`config.mk`:
```
export PLATFORM = sky130hd
export DESIGN_NAME = stall_control
export DESIGN_NICKNAME = d
export VERILOG_FILES = /design/src/rtl/stall_control_pkg.sv /design/src/rtl/stall_control_src_decode.sv /design/src/rtl/stall_control.sv
export SDC_FILE = /design/constraint.sdc
export NUM_CORES = 1
export LEC_CHECK = 0
export BUFFER_PORTS_ARGS = -buffer_cell sky130_fd_sc_hd__buf_2
export CORE_UTILIZATION = 40
export CTS_CLUSTER_DIAMETER = 30
export DETAILED_ROUTE_END_ITERATION = 12
export GPL_ROUTABILITY_DRIVEN = 1
export PLACE_DENSITY = 0.89
export SLEW_MARGIN = 20
export SYNTH_ARGS = -nofsm -noshare
export SYNTH_HDL_FRONTEND = slang
export SYNTH_SLANG_ARGS = --single-unit
```
`constraint.sdc`:
```
create_clock -name clk_i -period 2.8 [get_ports clk_i]
set_input_delay 0.28 -clock clk_i [delete_from_list [all_inputs] [get_ports clk_i]]
set_output_delay 0.28 -clock clk_i [all_outputs]
set_load 0.02 [all_outputs]
```
`src/rtl/stall_control_pkg.sv`:
```
// Shared decode constants and FSM state type for the pipeline interlock.
package stall_control_pkg;

  localparam logic [4:0] OP_RTYPE = 5'b00000;
  localparam logic [4:0] OP_J     = 5'b00001;
  localparam logic [4:0] OP_BNE   = 5'b00010;
  localparam logic [4:0] OP_JAL   = 5'b00011;
  localparam logic [4:0] OP_JR    = 5'b00100;
  localparam logic [4:0] OP_ADDI  = 5'b00101;
  localparam logic [4:0] OP_BLT   = 5'b00110;
  localparam logic [4:0] OP_SW    = 5'b00111;
  localparam logic [4:0] OP_LW    = 5'b01000;
  localparam logic [4:0] OP_SETX  = 5'b10101;
  localparam logic [4:0] OP_BEX   = 5'b10110;

  localparam logic [4:0] ALU_MULT = 5'b00110;
  localparam logic [4:0] ALU_DIV  = 5'b00111;

  localparam logic [4:0] REG_STATUS = 5'd30;

  typedef enum logic {StIdle, StBusy} md_state_e;

  function automatic logic [4:0] ir_opcode(input logic [31:0] ir);
    return ir[31:27];
  endfunction

endpackage

```
`src/rtl/stall_control_src_decode.sv`:
```
// Maps an instruction to the register numbers it reads, with per-source valid bits.
module src_decode
  import stall_control_pkg::*;
(
  input  logic [31:0] instr_i,
  output logic [4:0]  src1_o,
  output logic [4:0]  src2_o,
  output logic        src1_vld_o,
  output logic        src2_vld_o
);

  logic [4:0] rd, rs, rt;

  assign rd = instr_i[26:22];
  assign rs = instr_i[21:17];
  assign rt = instr_i[16:12];

  always_comb begin
    src1_o     = 5'd0;
    src2_o     = 5'd0;
    src1_vld_o = 1'b0;
    src2_vld_o = 1'b0;
    unique case (ir_opcode(instr_i))
      OP_RTYPE: begin
        src1_o     = rs;
        src2_o     = rt;
        src1_vld_o = 1'b1;
        src2_vld_o = 1'b1;
      end
      // sw data comes through W->M forwarding, so only the base is a source here
      OP_ADDI, OP_LW, OP_SW: begin
        src1_o     = rs;
        src1_vld_o = 1'b1;
      end
      OP_BNE, OP_BLT: begin
        src1_o     = rd;
        src2_o     = rs;
        src1_vld_o = 1'b1;
        src2_vld_o = 1'b1;
      end
      OP_BEX: begin
        src1_o     = REG_STATUS;
        src1_vld_o = 1'b1;
      end
      OP_JR: begin
        src1_o     = rd;
        src1_vld_o = 1'b1;
      end
      default: ;
    endcase
  end

endmodule

```
`src/rtl/stall_control.sv`:
```
// Load-use and mult/div interlock for the five-stage pipeline.
// Optional STALL_PERF_EN adds saturating stall-cycle and md-op counters.
module stall_control
  import stall_control_pkg::*;
#(
  parameter int unsigned MdTimeout = 40
) (
  input  logic        clk_i,
  input  logic        rst_ni,
  input  logic [31:0] fd_ir_i,
  input  logic [31:0] dx_ir_i,
  input  logic        flush_i,
  input  logic        md_ready_i,
  input  logic        md_exception_i,
`ifdef STALL_PERF_EN
  output logic [31:0] perf_stall_cycles_o,
  output logic [15:0] perf_md_ops_o,
`endif
  output logic        stall_f_o,
  output logic        stall_d_o,
  output logic        nop_dx_o,
  output logic        nop_xm_o,
  output logic        md_ctrl_mult_o,
  output logic        md_ctrl_div_o,
  output logic        md_busy_o,
  output logic        md_done_o,
  output logic        md_exc_o,
  output logic [4:0]  md_rd_o
);

  localparam int unsigned CntW = (MdTimeout > 1) ? $clog2(MdTimeout) : 1;
  localparam logic [CntW-1:0] CntLast = CntW'(MdTimeout - 1);
  localparam logic [CntW-1:0] CntMax  = {CntW{1'b1}};

  md_state_e     state_q, state_d;
  logic [CntW-1:0] cnt_q, cnt_d;
  logic [4:0]    md_rd_q, md_rd_d;

  logic [4:0] src1, src2;
  logic       src1_vld, src2_vld;

  src_decode u_src_decode (
    .instr_i    (fd_ir_i),
    .src1_o     (src1),
    .src2_o     (src2),
    .src1_vld_o (src1_vld),
    .src2_vld_o (src2_vld)
  );

  logic [4:0] dx_rd;
  logic       dx_is_md, dx_is_mult, load_use;

  assign dx_rd      = dx_ir_i[26:22];
  assign dx_is_md   = (ir_opcode(dx_ir_i) == OP_RTYPE) &&
                      ((dx_ir_i[6:2] == ALU_MULT) || (dx_ir_i[6:2] == ALU_DIV));
  assign dx_is_mult = dx_ir_i[6:2] == ALU_MULT;
  assign load_use   = (ir_opcode(dx_ir_i) == OP_LW) && (dx_rd != 5'd0) &&
                      ((src1_vld && (src1 == dx_rd)) || (src2_vld && (src2 == dx_rd)));

  logic stall_f, stall_d, nop_dx, nop_xm, ctrl_mult, ctrl_div, busy, done, exc;

  always_comb begin
    state_d   = state_q;
    cnt_d     = cnt_q;
    md_rd_d   = md_rd_q;
    stall_f   = 1'b0;
    stall_d   = 1'b0;
    nop_dx    = 1'b0;
    nop_xm    = 1'b0;
    ctrl_mult = 1'b0;
    ctrl_div  = 1'b0;
    busy      = 1'b0;
    done      = 1'b0;
    exc       = 1'b0;
    unique case (state_q)
      StIdle: begin
        if (!flush_i) begin
          if (dx_is_md) begin
            ctrl_mult = dx_is_mult;
            ctrl_div  = !dx_is_mult;
            stall_f   = 1'b1;
            stall_d   = 1'b1;
            nop_xm    = 1'b1;
            md_rd_d   = dx_rd;
            cnt_d     = '0;
            state_d   = StBusy;
          end else if (load_use) begin
            stall_f = 1'b1;
            nop_dx  = 1'b1;
          end
        end
      end
      StBusy: begin
        busy = 1'b1;
        if (md_ready_i) begin
          done    = 1'b1;
          exc     = md_exception_i;
          state_d = StIdle;
        end else if (cnt_q == CntLast) begin
          done    = 1'b1;
          exc     = 1'b1;
          state_d = StIdle;
        end else begin
          stall_f = 1'b1;
          stall_d = 1'b1;
          nop_xm  = 1'b1;
          if (cnt_q != CntMax) cnt_d = cnt_q + 1'b1;
        end
      end
      default: state_d = StIdle;
    endcase
    // Outputs are held quiet while reset is asserted so an aborted op never signals done
    if (!rst_ni) begin
      stall_f   = 1'b0;
      stall_d   = 1'b0;
      nop_dx    = 1'b0;
      nop_xm    = 1'b0;
      ctrl_mult = 1'b0;
      ctrl_div  = 1'b0;
      busy      = 1'b0;
      done      = 1'b0;
      exc       = 1'b0;
    end
  end

  always_ff @(posedge clk_i) begin
    if (!rst_ni) begin
      state_q <= StIdle;
      cnt_q   <= '0;
      md_rd_q <= 5'd0;
    end else begin
      state_q <= state_d;
      cnt_q   <= cnt_d;
      md_rd_q <= md_rd_d;
    end
  end

`ifdef STALL_PERF_EN
  logic [31:0] perf_stall_cycles_q;
  logic [15:0] perf_md_ops_q;

  always_ff @(posedge clk_i) begin
    if (!rst_ni) begin
      perf_stall_cycles_q <= 32'd0;
      perf_md_ops_q       <= 16'd0;
    end else begin
      if (stall_f && (perf_stall_cycles_q != 32'hFFFF_FFFF)) begin
        perf_stall_cycles_q <= perf_stall_cycles_q + 32'd1;
      end
      if (done && (perf_md_ops_q != 16'hFFFF)) begin
        perf_md_ops_q <= perf_md_ops_q + 16'd1;
      end
    end
  end

  assign perf_stall_cycles_o = perf_stall_cycles_q;
  assign perf_md_ops_o       = perf_md_ops_q;
`endif

  assign stall_f_o      = stall_f;
  assign stall_d_o      = stall_d;
  assign nop_dx_o       = nop_dx;
  assign nop_xm_o       = nop_xm;
  assign md_ctrl_mult_o = ctrl_mult;
  assign md_ctrl_div_o  = ctrl_div;
  assign md_busy_o      = busy;
  assign md_done_o      = done;
  assign md_exc_o       = exc;
  assign md_rd_o        = md_rd_q;

endmodule

```
**After elaboration in Yosys (flattened, before gate mapping)**

Cells that the tools add are included.

- Logic and storage cells: 85
- Input port bits: 69
- Flip-flop bits (word level): 12

- $add $sub $neg: 1
- Bitwise operators: 2
- Reductions and logical operators: 18
- Equality and inequality tests: 19
- Mux-type cells: 42

Operator list:

| kind | count |
|---|---|
| 2-to-1 mux 1 bit | 32 |
| equality test 5 x 3 -> 1 bit, second input constant | 6 |
| 2-to-1 mux 6 bit | 5 |
| one-hot mux 5 bit (3 select lines) | 1 |
| one-hot mux 6 bit (2 select lines) | 1 |
| equality test 5 x 4 -> 1 bit, second input constant | 2 |
| equality test 5 bit | 2 |
| zero test 5 bit | 2 |
| one-hot mux 5 bit (2 select lines) | 1 |
| != test 2 bit, second input constant | 4 |
| OR reduction 8 bit | 1 |
| adder 6 x 1 -> 6 bit, second input constant | 1 |
| equality test 6 bit, second input constant | 1 |
| != test 6 bit, second input constant | 1 |
| OR reduction 3 bit | 2 |
| equality test 5 x 2 -> 1 bit, second input constant | 1 |
| equality test 5 bit, second input constant | 1 |
| logical AND 1 bit | 5 |
| AND reduction 5 bit | 1 |
| nonzero test 5 bit | 1 |
| one-hot mux 1 bit (2 select lines) | 2 |
| OR reduction 4 bit | 1 |
| AND reduction 3 bit | 1 |
| logical OR 1 bit | 2 |
| other kinds (4) | 5 |

**Depth between registers and ports, before layout**

- Word-level depth: 12
- Mapped depth: 7

**By module**

A second synthesis with hierarchy kept.

- Cell total of the unflattened synthesis: 117
- Area, all modules: 982.2 um^2

By module, submodules not included:

| module | cells each | instances | area an instance (um^2) |
|---|---|---|---|
| stall_control | 93 | 1 | 780.7 |
| src_decode | 24 | 1 | 201.4 |

**Worst setup path before layout**

OpenSTA, ideal clock, no wires.

- Path type: input port to output port
- From: input port fd_ir_i[31]
- To: output port nop_dx_o
- Required time: 2520 ps
- Setup slack: 551 ps
- Stages on the path: 7
- Data arrival time: 1969 ps
- Buffers on the path: 1
- Cells stage by stage: buf_2 mux2_2 a32oi_1 a21oi_1 nor4b_2 a41oi_1 nor4_2

- Word-level cells in the longest chain between the ends: 12

Ends and longest elaborated chain:

| element | line | source |
|---|---|---|
| start: declaration | stall_control.sv:10 | `input logic [31:0] fd_ir_i,` |
| equality test 5 x 3 -> 1 bit (tied with other cells) | stall_control_src_decode.sv:23 | `unique case (ir_opcode(instr_i))` |
| OR reduction 4 bit (no source line) (tied with other cells) | - |  |
| one-hot mux 5 bit (3 select lines) or one-hot mux 5 bit (2 select lines) (tied branches) | stall_control_src_decode.sv:23 |  |
| equality test 5 bit | stall_control.sv:58 | `((src1_vld && (src1 == dx_rd)) \|\| (src2_vld && (src2 == dx_rd)));` |
| logical AND 1 bit | stall_control.sv:58 |  |
| logical OR 1 bit * | stall_control.sv:58 |  |
| logical AND 1 bit * | stall_control.sv:57 | `assign load_use = (ir_opcode(dx_ir_i) == OP_LW) && (dx_rd != 5'd0) &&` |
| 2-to-1 mux 1 bit * | stall_control.sv:87 | `end else if (load_use) begin` |
| 2-to-1 mux 1 bit * | stall_control.sv:78 | `if (dx_is_md) begin` |
| 2-to-1 mux 1 bit * | stall_control.sv:77 | `if (!flush_i) begin` |
| 2-to-1 mux 1 bit * | stall_control.sv:75 | `unique case (state_q)` |
| 2-to-1 mux 1 bit * | stall_control.sv:113 | `if (!rst_ni) begin` |
| end: declaration | stall_control.sv:21 | `output logic nop_dx_o,` |

Every way passes the cells marked *; elsewhere a longest branch is shown, timed or not.

**Worst setup path after layout**

- From: input port fd_ir_i[29]
- To: output port nop_dx_o

Same word-level chain as after synthesis.

==> results.py <==
metrics = {
    "run_status": {
        "status": "finished, final reports clean",
    },
    "clocking": {
        "cts_setup_buffers": 0,
        "cts_resized": 0,
        "htreeDepth": 1,
        "root_buffer": "clkbuf_4",
        "clk_pin_slew_ns": 0.07,
        "clock-sinks": 12,
        "hold_buffers": 0,
        "insertion_delay_ns": 0.28,
        "cts_buffers": 3,
        "clockBufferDepth": 2,
        "cts_tree": "built",
    },
    "global_route": {
        "grt.overflow.total": 0,
        "grt_use_met3": 0.02558,
        "grt.total_usage": 0.1837,
        "grt_pass1_vias": 1130,
        "met2_usage": 0.3236,
        "grt_start_max_net_pins": 15,
        "busiest_layer": "met2",
        "use_met1": 0.2192,
        "antenna_found_initial": 0,
        "grt_first_pass_wirelength_um": 4629,
    },
    "critical_path": {
        "crit_path_start_kind": "input port",
        "cp.required_ns": 2.52,
        "cp.arrival_ns": 2.11,
        "critical_path_peak_fanout": 14,
        "rrSetupSlack_ns": 1.06,
        "path_class": "input port to primary output",
        "endpoint_kind": "primary output",
    },
    "floorplanning": {
        "die_w_um": 55.59,
        "initial_core_util": 0.4201,
        "io_pins": 83,
        "placementRows": 19,
        "dieHeight_um": 55.59,
        "die_area_mm2": 0.003090,
        "core_area_mm2": 0.002734,
    },
    "cells_and_area": {
        "fill_cells": 284,
        "multi_input_area_um2": 843.3,
        "area_growth_pct": 26.25,
        "fin_nets": 259,
        "stdcell_count": 219,
        "seq_area_um2": 240.2,
        "drive_above_1_share": 0.3617,
        "diodes": 0,
    },
    "route": {
        "drt-pass1-iter-count": 4,
        "wl_per_cell_um": 12.51,
        "routed_via_density": 5.612,
        "post-route-drc-count": 0,
        "drt-initial-drc-count": 74,
        "postRouteAntennaNets": 0,
        "wirelength_um": 2740,
        "routed-via-count": 1229,
    },
    "place": {
        "numPortBuffers": 53,
        "place_inst": 215,
        "hpwl_um": 2158,
        "gp_congestion": 0.8764,
    },
    "timing": {
        "tightestPinTransition_ns": 0.3519,
        "finalMaxSlewViolations": 0,
        "fmaxAchievable_mhz": 417.8,
        "maxSlewHeadroom": 0.7593,
        "fin_crit_ns": 2.393,
        "period_share": 0.8548,
        "fin_skew_ns": 0.001287,
        "rsz0062_at_grt": "no",
        "setup_viol": 0,
        "hold_viol_final": 0,
        "tns_ns": 0,
    },
    "pwr": {
        "ir_drop_uv": 259.8,
        "power_density_mw_per_mm2": 281.9,
        "clkPwrFrac": 0.336,
        "combPwrFrac": 0.247,
        "p_sw_w": 0.0001104,
        "leakage_nw": 0.6495,
        "seqPwrFrac": 0.417,
        "swShare": 0.2700,
        "p_int_w": 0.0002985,
    },
    "run": {
        "maxCapViolCount": 0,
    },
    "synthesis": {
        "synth_cell_types": 57,
        "seq_area_frac_synth": 0.2092,
        "ys.flop_type": "dfxtp_1",
        "ys_ff_latch": 12,
        "async_reset_ff_frac": 0,
        "synth_fp_nets": 208,
        "syn_inst": 138,
        "synth_edf_count": 0,
        "synth_warnings": 0,
        "netlist_area_mm2": 0.001149,
        "syn_area_per_cell_um2": 8.323,
    },
    "min_path": {
        "hold_class": "input port to flop",
    },
}
==> critical path, stage by stage <==
cell and delay [ns]:
buf_2 0.22, nor4bb_1 0.37, o21ai_1 0.12, and3_1 0.20, nor4b_2 0.26, a41oi_1 0.22
nor4_2 0.24, buf_2 0.20
==> path summary, 6_finish.rpt <==
path                                 from                 endpoint  cells past startpoint
hold / removal                dx_ir_i[22]  md_rd_o[0]$_SDFFE_PN0P_                      3
setup reg to reg    cnt_q[0]$_SDFFE_PN0P_    cnt_q[5]$_SDFFE_PN0P_                      7
hold reg to reg   md_rd_o[0]$_SDFFE_PN0P_  md_rd_o[0]$_SDFFE_PN0P_                      2
setup / recovery              fd_ir_i[29]                 nop_dx_o                      8
==> Yosys cell counts (3+ instances only) <==
library cell,number,share of area
nor2b_1,7,0.038
and2_1,4,0.022
nand3_1,3,0.013
nand4_1,3,0.016
dfxtp_1,12,0.21
nor2_1,12,0.039
o21ai_0,3,0.013
nor3_1,3,0.013
a21oi_1,4,0.017
xnor2_1,4,0.030
inv_1,5,0.016
nand2_1,6,0.020
buf_2,4,0.017
and3_1,3,0.016
mux2i_1,8,0.070
xor2_1,6,0.046
==> logic make-up (layout without fill, tap and decap cells) <==
| logic type | count (synthesis) | in the layout | share of synthesized area |
|---|---|---|---|
| simple gates | 62 | 62 | 0.3551 |
| fa+ha+maj | 1 | 1 | 0.01089 |
| mux | 11 | 11 | 0.09913 |
| compound gates | 29 | 29 | 0.1928 |
| buf+inv | 13 | 63 | 0.05664 |
| flops | 12 | 12 | 0.2091 |
| xor+xnor | 10 | 10 | 0.07625 |
==> stage by stage <==
step                      instance area (um2)  utilization  setup WS (ns)  hold WS, ns  power (W)
after floorplan                          1149            -         0.5513       0.4495  0.0002317
after global placement                   1414       0.5172         0.3928       0.4926  0.0002735
after detailed placement                 1414       0.5172         0.4035       0.5034  0.0002744
after CTS                                1450       0.5304         0.3909       0.3061  0.0004128
after global routing                     1450       0.5304         0.1959       0.3020  0.0004378
final                                    1450       0.5304         0.4066       0.3064  0.0004089
==> power by group through the flow <==
stage	Clock (W)	Sequential, W	Combinational [W]
5_1_grt	0.000156	0.000171	0.000111
3_5_place_dp	0	0.000175	0.0000998
4_1_cts	0.000142	0.000171	0.000100
3_3_place_gp	0	0.000175	0.0000989
2_1_floorplan	0	0.000175	0.0000571
6_report	0.000137	0.000171	0.000101
==> routing by layer <==
layer | up-vias | share of wire
met5 | - | 0
met4 | 0 | 0.014
met3 | 3 | 0.073
met2 | 54 | 0.47
met1 | 556 | 0.44
li1 | 616 | -
==> registers in the layout, indices dropped and copies added (netlist names) <==
signal   cells
cnt_q        6
md_rd_o      5
state_q      1
==> cell usage in the layout (no fill, tap or decap), types with 4 or more instances in the layout <==
| cell type | count |
|---|---|
| and2_1 | 4 |
| nor2b_1 | 7 |
| xnor2_1 | 4 |
| nand2_1 | 6 |
| xor2_1 | 6 |
| inv_1 | 5 |
| mux2i_1 | 8 |
| a21oi_1 | 4 |
| dfxtp_1 | 12 |
| buf_2 | 53 |
| nor2_1 | 12 |
==> layout make-up <==
type	count	area share
inverter	5	0.01294
sequential	12	0.1657
tap	31	0.02675
timing repair buffer	54	0.1881
multi-input combinational	113	0.5815
clock buffer	4	0.02502
Note: power is estimated with default switching activity, not from simulation.
